===== src/rtl/gpio_bridge_pkg.sv =====
`default_nettype none
// ============================================================================
// Module  : gpio_bridge_pkg
// Brief   : Register offsets, GPIO command selects and FSM states for the bridge
// Revision: 1.0
// ============================================================================
package gpio_bridge_pkg;

  localparam logic [2:0] REG_CTRL = 3'd0;
  localparam logic [2:0] REG_DIR  = 3'd1;
  localparam logic [2:0] REG_DOUT = 3'd2;
  localparam logic [2:0] REG_DIN  = 3'd3;
  localparam logic [2:0] REG_CHG  = 3'd4;
  localparam logic [2:0] REG_IEN  = 3'd5;

  localparam logic [1:0] SEL_CTRL = 2'b00;
  localparam logic [1:0] SEL_DIR  = 2'b01;
  localparam logic [1:0] SEL_DATA = 2'b10;
  localparam logic [1:0] SEL_NOP  = 2'b11;

  typedef enum logic [1:0] {
    IDLE = 2'd0,
    WAIT = 2'd1,
    RESP = 2'd2
  } state_t;

  function automatic logic [7:0] make_cmd(input logic [1:0] sel, input logic [5:0] payload);
    return {sel, payload};
  endfunction

endpackage
`default_nettype wire


===== src/rtl/gpio_in_capture.sv =====
`default_nettype none
// ============================================================================
// Module  : gpio_in_capture
// Brief   : Samples GPIO input data, tracks per-pin change flags, drives irq
// Revision: 1.0
// ============================================================================
module gpio_in_capture (
  input  logic       clk,
  input  logic       rst,
  input  logic       i_w,
  input  logic [5:0] i_wdata,
  input  logic [5:0] i_dir,
  input  logic       i_pctl,
  input  logic [5:0] i_ien,
  input  logic       i_clr_en,
  input  logic [5:0] i_clr,
  output logic [5:0] o_din,
  output logic [5:0] o_chg,
  output logic       o_irq
);

  logic [5:0] r_din;
  logic [5:0] r_chg;
  logic       r_irq;
  logic [5:0] w_new;
  logic [5:0] w_mask;
  logic [5:0] w_set;
  logic [5:0] w_clr;

  // Pins 1:0 carry UART TX/RX when pctl is set, so their activity is not a change.
  assign w_new  = i_wdata & ~i_dir;
  assign w_mask = i_pctl ? 6'b111100 : 6'b111111;
  assign w_set  = i_w ? ((w_new ^ r_din) & ~i_dir & w_mask) : 6'd0;
  assign w_clr  = i_clr_en ? i_clr : 6'd0;

  always_ff @(posedge clk or negedge rst) begin
    if (!rst) begin
      r_din <= 6'd0;
      r_chg <= 6'd0;
      r_irq <= 1'b0;
    end else begin
      if (i_w) r_din <= w_new;
      // Clear is applied before set, so a fresh change survives a same-cycle W1C.
      r_chg <= (r_chg & ~w_clr) | w_set;
      r_irq <= |(r_chg & i_ien);
    end
  end

  assign o_din = r_din;
  assign o_chg = r_chg;
  assign o_irq = r_irq;

endmodule
`default_nettype wire


===== src/rtl/apb_gpio_bridge.sv =====
`default_nettype none
// ============================================================================
// Module  : apb_gpio_bridge
// Brief   : APB3 slave holding GPIO shadow registers and issuing command bytes
// Revision: 1.0
// ============================================================================
module apb_gpio_bridge
  import gpio_bridge_pkg::*;
#(
  parameter int         ADDR_W      = 8,
  parameter int         WAIT_STATES = 1,
  parameter logic [7:0] IDLE_CMD    = 8'hC0
) (
  input  logic              clk,
  input  logic              rst,
  input  logic              PSEL,
  input  logic              PENABLE,
  input  logic              PWRITE,
  input  logic [ADDR_W-1:0] PADDR,
  input  logic [31:0]       PWDATA,
  output logic [31:0]       PRDATA,
  output logic              PREADY,
  output logic              PSLVERR,
  output logic [7:0]        gpio_cmd,
  input  logic              gpio_w,
  input  logic [7:0]        gpio_wdata,
  output logic              irq
);

  localparam logic [2:0] C_WS = 3'(WAIT_STATES);

  state_t      r_state;
  state_t      w_state_nxt;
  logic [2:0]  r_cnt;
  logic [2:0]  w_cnt_nxt;
  logic        w_go;
  logic        w_wr;
  logic        w_rd;
  logic        w_err;
  logic [2:0]  w_reg;
  logic [31:0] w_rdata;
  logic        w_cmd_vld;
  logic [7:0]  w_cmd;

  logic        r_pctl;
  logic [5:0]  r_dir;
  logic [5:0]  r_dout;
  logic [5:0]  r_ien;
  logic [31:0] r_prdata;
  logic        r_pslverr;
  logic [7:0]  r_cmd;
  logic [5:0]  w_din;
  logic [5:0]  w_chg;
  logic        w_irq;
  logic        w_unused;

  assign w_reg    = PADDR[4:2];
  assign w_unused = ^{PADDR, PWDATA, gpio_wdata[7:6]};

  always_ff @(posedge clk or negedge rst) begin
    if (!rst) begin
      r_state <= IDLE;
      r_cnt   <= 3'd0;
    end else begin
      r_state <= w_state_nxt;
      r_cnt   <= w_cnt_nxt;
    end
  end

  // w_go marks the edge that enters RESP; every side effect is keyed to it.
  always_comb begin
    w_state_nxt = r_state;
    w_cnt_nxt   = r_cnt;
    w_go        = 1'b0;
    case (r_state)
      IDLE: begin
        if (PSEL && !PENABLE) begin
          w_state_nxt = WAIT;
          w_cnt_nxt   = C_WS;
        end
      end
      WAIT: begin
        if (!PSEL) begin
          w_state_nxt = IDLE;
        end else if (PENABLE) begin
          if (r_cnt == 3'd0) begin
            w_state_nxt = RESP;
            w_go        = 1'b1;
          end else begin
            w_cnt_nxt = r_cnt - 3'd1;
          end
        end
      end
      RESP:    w_state_nxt = IDLE;
      default: w_state_nxt = IDLE;
    endcase
  end

  assign w_wr  = w_go && PWRITE;
  assign w_rd  = w_go && !PWRITE;
  assign w_err = (w_reg > REG_IEN);

  always_comb begin
    w_rdata = 32'd0;
    case (w_reg)
      REG_CTRL: w_rdata[0]   = r_pctl;
      REG_DIR:  w_rdata[5:0] = r_dir;
      REG_DOUT: w_rdata[5:0] = r_dout;
      REG_DIN:  w_rdata[5:0] = w_din;
      REG_CHG:  w_rdata[5:0] = w_chg;
      REG_IEN:  w_rdata[5:0] = r_ien;
      default:  w_rdata      = 32'd0;
    endcase
  end

  always_comb begin
    w_cmd_vld = 1'b0;
    w_cmd     = IDLE_CMD;
    if (w_wr) begin
      case (w_reg)
        REG_CTRL: begin
          w_cmd_vld = 1'b1;
          w_cmd     = make_cmd(SEL_CTRL, {5'd0, PWDATA[0]});
        end
        REG_DIR: begin
          w_cmd_vld = 1'b1;
          w_cmd     = make_cmd(SEL_DIR, PWDATA[5:0]);
        end
        REG_DOUT: begin
          w_cmd_vld = 1'b1;
          w_cmd     = make_cmd(SEL_DATA, PWDATA[5:0] & r_dir);
        end
        default: w_cmd_vld = 1'b0;
      endcase
    end
  end

  always_ff @(posedge clk or negedge rst) begin
    if (!rst) begin
      r_pctl    <= 1'b0;
      r_dir     <= 6'd0;
      r_dout    <= 6'd0;
      r_ien     <= 6'd0;
      r_prdata  <= 32'd0;
      r_pslverr <= 1'b0;
      r_cmd     <= IDLE_CMD;
    end else begin
      r_cmd <= w_cmd_vld ? w_cmd : IDLE_CMD;
      if (w_go) r_pslverr <= w_err;
      if (w_rd) r_prdata <= w_rdata;
      if (w_wr) begin
        case (w_reg)
          REG_CTRL: r_pctl <= PWDATA[0];
          REG_DIR:  r_dir  <= PWDATA[5:0];
          REG_DOUT: r_dout <= PWDATA[5:0];
          REG_IEN:  r_ien  <= PWDATA[5:0];
          default:  r_pctl <= r_pctl;
        endcase
      end
    end
  end

  gpio_in_capture u_capture (
    .clk      (clk),
    .rst      (rst),
    .i_w      (gpio_w),
    .i_wdata  (gpio_wdata[5:0]),
    .i_dir    (r_dir),
    .i_pctl   (r_pctl),
    .i_ien    (r_ien),
    .i_clr_en (w_wr && (w_reg == REG_CHG)),
    .i_clr    (PWDATA[5:0]),
    .o_din    (w_din),
    .o_chg    (w_chg),
    .o_irq    (w_irq)
  );

  assign PREADY   = (r_state == RESP);
  assign PSLVERR  = r_pslverr;
  assign PRDATA   = r_prdata;
  assign gpio_cmd = r_cmd;
  assign irq      = w_irq;

endmodule
`default_nettype wire

===== config.mk =====
export PLATFORM = sky130hd
export DESIGN_NAME = apb_gpio_bridge
export DESIGN_NICKNAME = d
export VERILOG_FILES = /design/src/rtl/gpio_bridge_pkg.sv /design/src/rtl/gpio_in_capture.sv /design/src/rtl/apb_gpio_bridge.sv
export SDC_FILE = /design/constraint.sdc
export NUM_CORES = 1
export LEC_CHECK = 0
export CORE_MARGIN = 5
export CORE_UTILIZATION = 48
export DETAILED_ROUTE_END_ITERATION = 12
export DONT_BUFFER_PORTS = 1
export GPL_TIMING_DRIVEN = 0
export HOLD_SLACK_MARGIN = 0.06
export PLACE_DENSITY = 0.69
export SLEW_MARGIN = 20
export SYNTH_ARGS = -nofsm -noshare
export SYNTH_HDL_FRONTEND = slang
export SYNTH_SLANG_ARGS = --single-unit

===== constraint.sdc =====
create_clock -name clk -period 2.2 [get_ports clk]
set_input_delay 0.44 -clock clk [delete_from_list [all_inputs] [get_ports clk]]
set_output_delay 0.44 -clock clk [all_outputs]
set_load 0.01 [all_outputs]

==> impl_metrics.toml <==
[synthesis]
ys_seq_elements = 52
synth.yosys.seq_area_share_pct = 46.56
synth_area_um2 = 2800
syn_avg_cell_area_um2 = 11.11
synth_top_area_share_pct = 44.68
synthesis.instances = 252
ys_types = 45
synth.area.top_cells = "dfrtp_1, buf_4, mux2_2"
synth-edff-count = 0
yosysTopAreaCell = "dfrtp_1"
synth_async_sr_flop_share_pct = 100.0
yosysWarnings = 0
synth_ff_type = "dfrtp_1"

[power_and_ir_drop]
peakVddDrop_uv = 500.5
p_total_mw = 2.269
power_density_nw_per_um2 = 728.6
p_leak_nw = 1.544

[floorplanning]
rows = 27
die_w_um = 86.38
start_util_pct = 50.24
dieHeight_um = 86.38
ios = 97
core_area_um2 = 5574
die_area_um2 = 7462

[timing]
hold_violations = 0
layout_min_cycle_time_ps = 2077
worst_pin_slew_ps = 541.8
clock.fmax_ghz = 0.4815
period_share_pct = 94.40
drv_slew = 0
finClkSkew_ps = 9.435
grt_setup_unrepaired = "true"
finalSetupViolCount = 0
relSlewSlack_pct = 63.80

[drt]
viasPerCell = 5.248
wire_per_inst_um = 16.57
wl_met1_um = 2621
drt.antenna.violating_nets = 0
initialDrtViolationCount = 130
drc = 0
wl_met3_um = 530
vias = 1884
drt_first_pass_iters = 5
wl_um = 5947
topRoutingLayerUsed = "met4"
wl_met2_um = 2676

[clocking]
cts_tree = "built"
post_cts_buffers = 0
cts_buffer_depth = 2
clk_pin_slew_ps = 90
clock_sinks = 52
cts_max_level = 2
root_buffer = "clkbuf_8"
cts_inserted_buffers = 5
clk_latency_ps = 300

[worst_setup_path]
r2r-end = "gpio_cmd[2]"
critPathKind = "flip-flop to flip-flop"
rr_startpoint = "r_cnt[0]"
critPathTopFamily = "simple AND/OR/NAND/NOR gates"
slowest_delay_ps = 400
cp_data_arrival_time_ps = 2280
rr_worst_depth = 7
cp.required_ps = 2410
path_max_fanout = 10
reg2reg_slack_ps = 120
start_kind = "flip-flop"
crit_slowest_cell = "dfrtp_1"
critPathBufInv = 2
worst_setup_path_end_kind = "flip-flop"
crit_path_cell_trace = "inv_1, ha_1, nand2b_1, nor4_2, clkbuf_4, nand2_1, nor3b_1"

[grt]
grt_pass1_wl_um = 9459
grt_overflow = 0
grt_max_degree = 53
grtUsageTotal_pct = 16.34
grt_pass1_vias = 1789
antenna_found_initial = 0

[cells_and_area]
fillerInstances = 497
syn_to_final_growth_pct = 11.22
stdcell_count = 359
n_antenna_cell = 0
fin_nets = 342
final_area_um2 = 3114
drive_gt1_share_pct = 26.48

[run_status]
outcome = "finished, final reports clean"

[place]
dp_hpwl_um = 4206
dpl_cell_area_um2 = 2984
gp_congestion = 0.7842
port_buffers = 0
place_inst = 349

[min_path]
worst_hold_path_type = "primary input to flip-flop"
hold_end = "r_state[0]"
min_path_cells = 1
min_from = "PENABLE"

[flow_run]
drv_cap = 0
==> synthesized netlist by cell type, types with 2 or more instances <==
cell type and n:
a31o_2 5, a22o_1 2, mux2i_1 6, mux2_2 16, nand2_1 21, nand2b_1 6
clkbuf_1 3, buf_2 6, xnor2_1 2, nand3b_1 2, a32o_1 4, mux2_1 7
nor2b_1 10, a22oi_1 8, dfstp_2 2, inv_1 8, nor3_1 2, o21ai_0 11
and2_1 2, mux2_4 6, a21o_1 3, nand3_1 9, ha_1 2, o22ai_1 2
buf_4 26, xor2_1 4, nor3b_1 5, dfrtp_1 50, a21oi_1 6
==> timing repair <==
| item | 4_1_cts | 5_1_grt |
|---|---|---|
| hold buffers | 2 | 0 |
| endpoints found under the setup margin | 0 | 4 |
| endpoints found under the hold margin | 52 | 0 |
| resized for setup | 0 | 1 |
==> layout by cell type, fill, tap and decap left out, types with 7 or more instances in the layout <==
master   instances
nand2_1         21
dfrtp_1         50
mux2_1           7
a22oi_1          8
conb_1          26
o21ai_0         11
buf_4           26
nor2b_1         10
mux2_2          16
nand3_1          9
inv_1            8
==> layer usage <==
metal / up-vias / GRT usage, %
met3: 13 / 4.563
met5: - / 0
met1: 901 / 22.74
li1: 901 / -
met2: 69 / 24.48
met4: 0 / 5.524
==> kinds of logic after synthesis <==
logic type | share of synthesized area [%]
DFF | 46.56
adders and majority gates | 0.8935
other | 0.1339
AOI/OAI and AO/OA | 10.63
buffers and inverters | 10.10
muxes | 14.61
xor gates and xnor gates | 1.877
and+or+nand+nor | 15.19
==> metrics by stage <==
stage | TNS (ps) | hold WS, ps | setup slack, ps | util (%)
floorplan | 0 | 144.4 | 430.1 | -
global placement | 0 | 146.3 | 139.4 | 53.54
detailed placement | 0 | 146.4 | 155.2 | 53.54
CTS | 0 | 204.9 | 121.6 | 55.82
global route | -197.2 | 196.9 | -73.14 | 55.87
finish | 0 | 206.9 | 123.2 | 55.87
==> state kept, by name (all words and copies together) (netlist names) <==
signal / cells
u_capture.o_irq: 1
PSLVERR: 1
r_dir: 6
PRDATA: 6
r_ien: 6
u_capture.o_din: 6
gpio_cmd: 8
r_state: 2
r_pctl: 1
r_cnt: 3
r_dout: 6
u_capture.o_chg: 6
==> layout make-up <==
type | instances | area [µm²] | area share [%]
clock buffer | 8 | 90.09 | 2.893
timing repair buffer | 2 | 37.54 | 1.205
sequential | 52 | 1304 | 41.86
buffer | 36 | 242.7 | 7.794
multi-input combinational | 179 | 1308 | 41.98
inverter | 10 | 42.54 | 1.366
tap | 72 | 90.09 | 2.893
==> report_power, final <==
| group | switching, mW | internal, mW | leakage, nW |
|---|---|---|---|
| clock network | 0.296 | 0.257 | 0.0455 |
| registers | 0.127 | 1.10 | 0.672 |
| logic | 0.232 | 0.254 | 0.827 |
| total | 0.655 | 1.61 | 1.54 |
==> worst reg2reg max path, delay by kind of cell, from the launching register on <==
| family | cells | cell delay, ps |
|---|---|---|
| buf+inv | 2 | 390 |
| fa+ha+maj | 1 | 160 |
| simple gates | 4 | 1030 |
| flops | 1 | 400 |
==> worst max path at each step <==
stage	startpoint	to	slack [ps]	cells past startpoint
floorplan	r_cnt[0]	r_dout[0]	430	7
global placement	r_cnt[0]	gpio_cmd[2]	140	7
detailed placement	r_cnt[0]	gpio_cmd[2]	160	7
CTS	r_cnt[0]	gpio_cmd[2]	120	7
global route	r_cnt[0]	gpio_cmd[1]	-70	7
finish	r_cnt[0]	gpio_cmd[2]	120	7
Power figures use the tool's default switching activity.
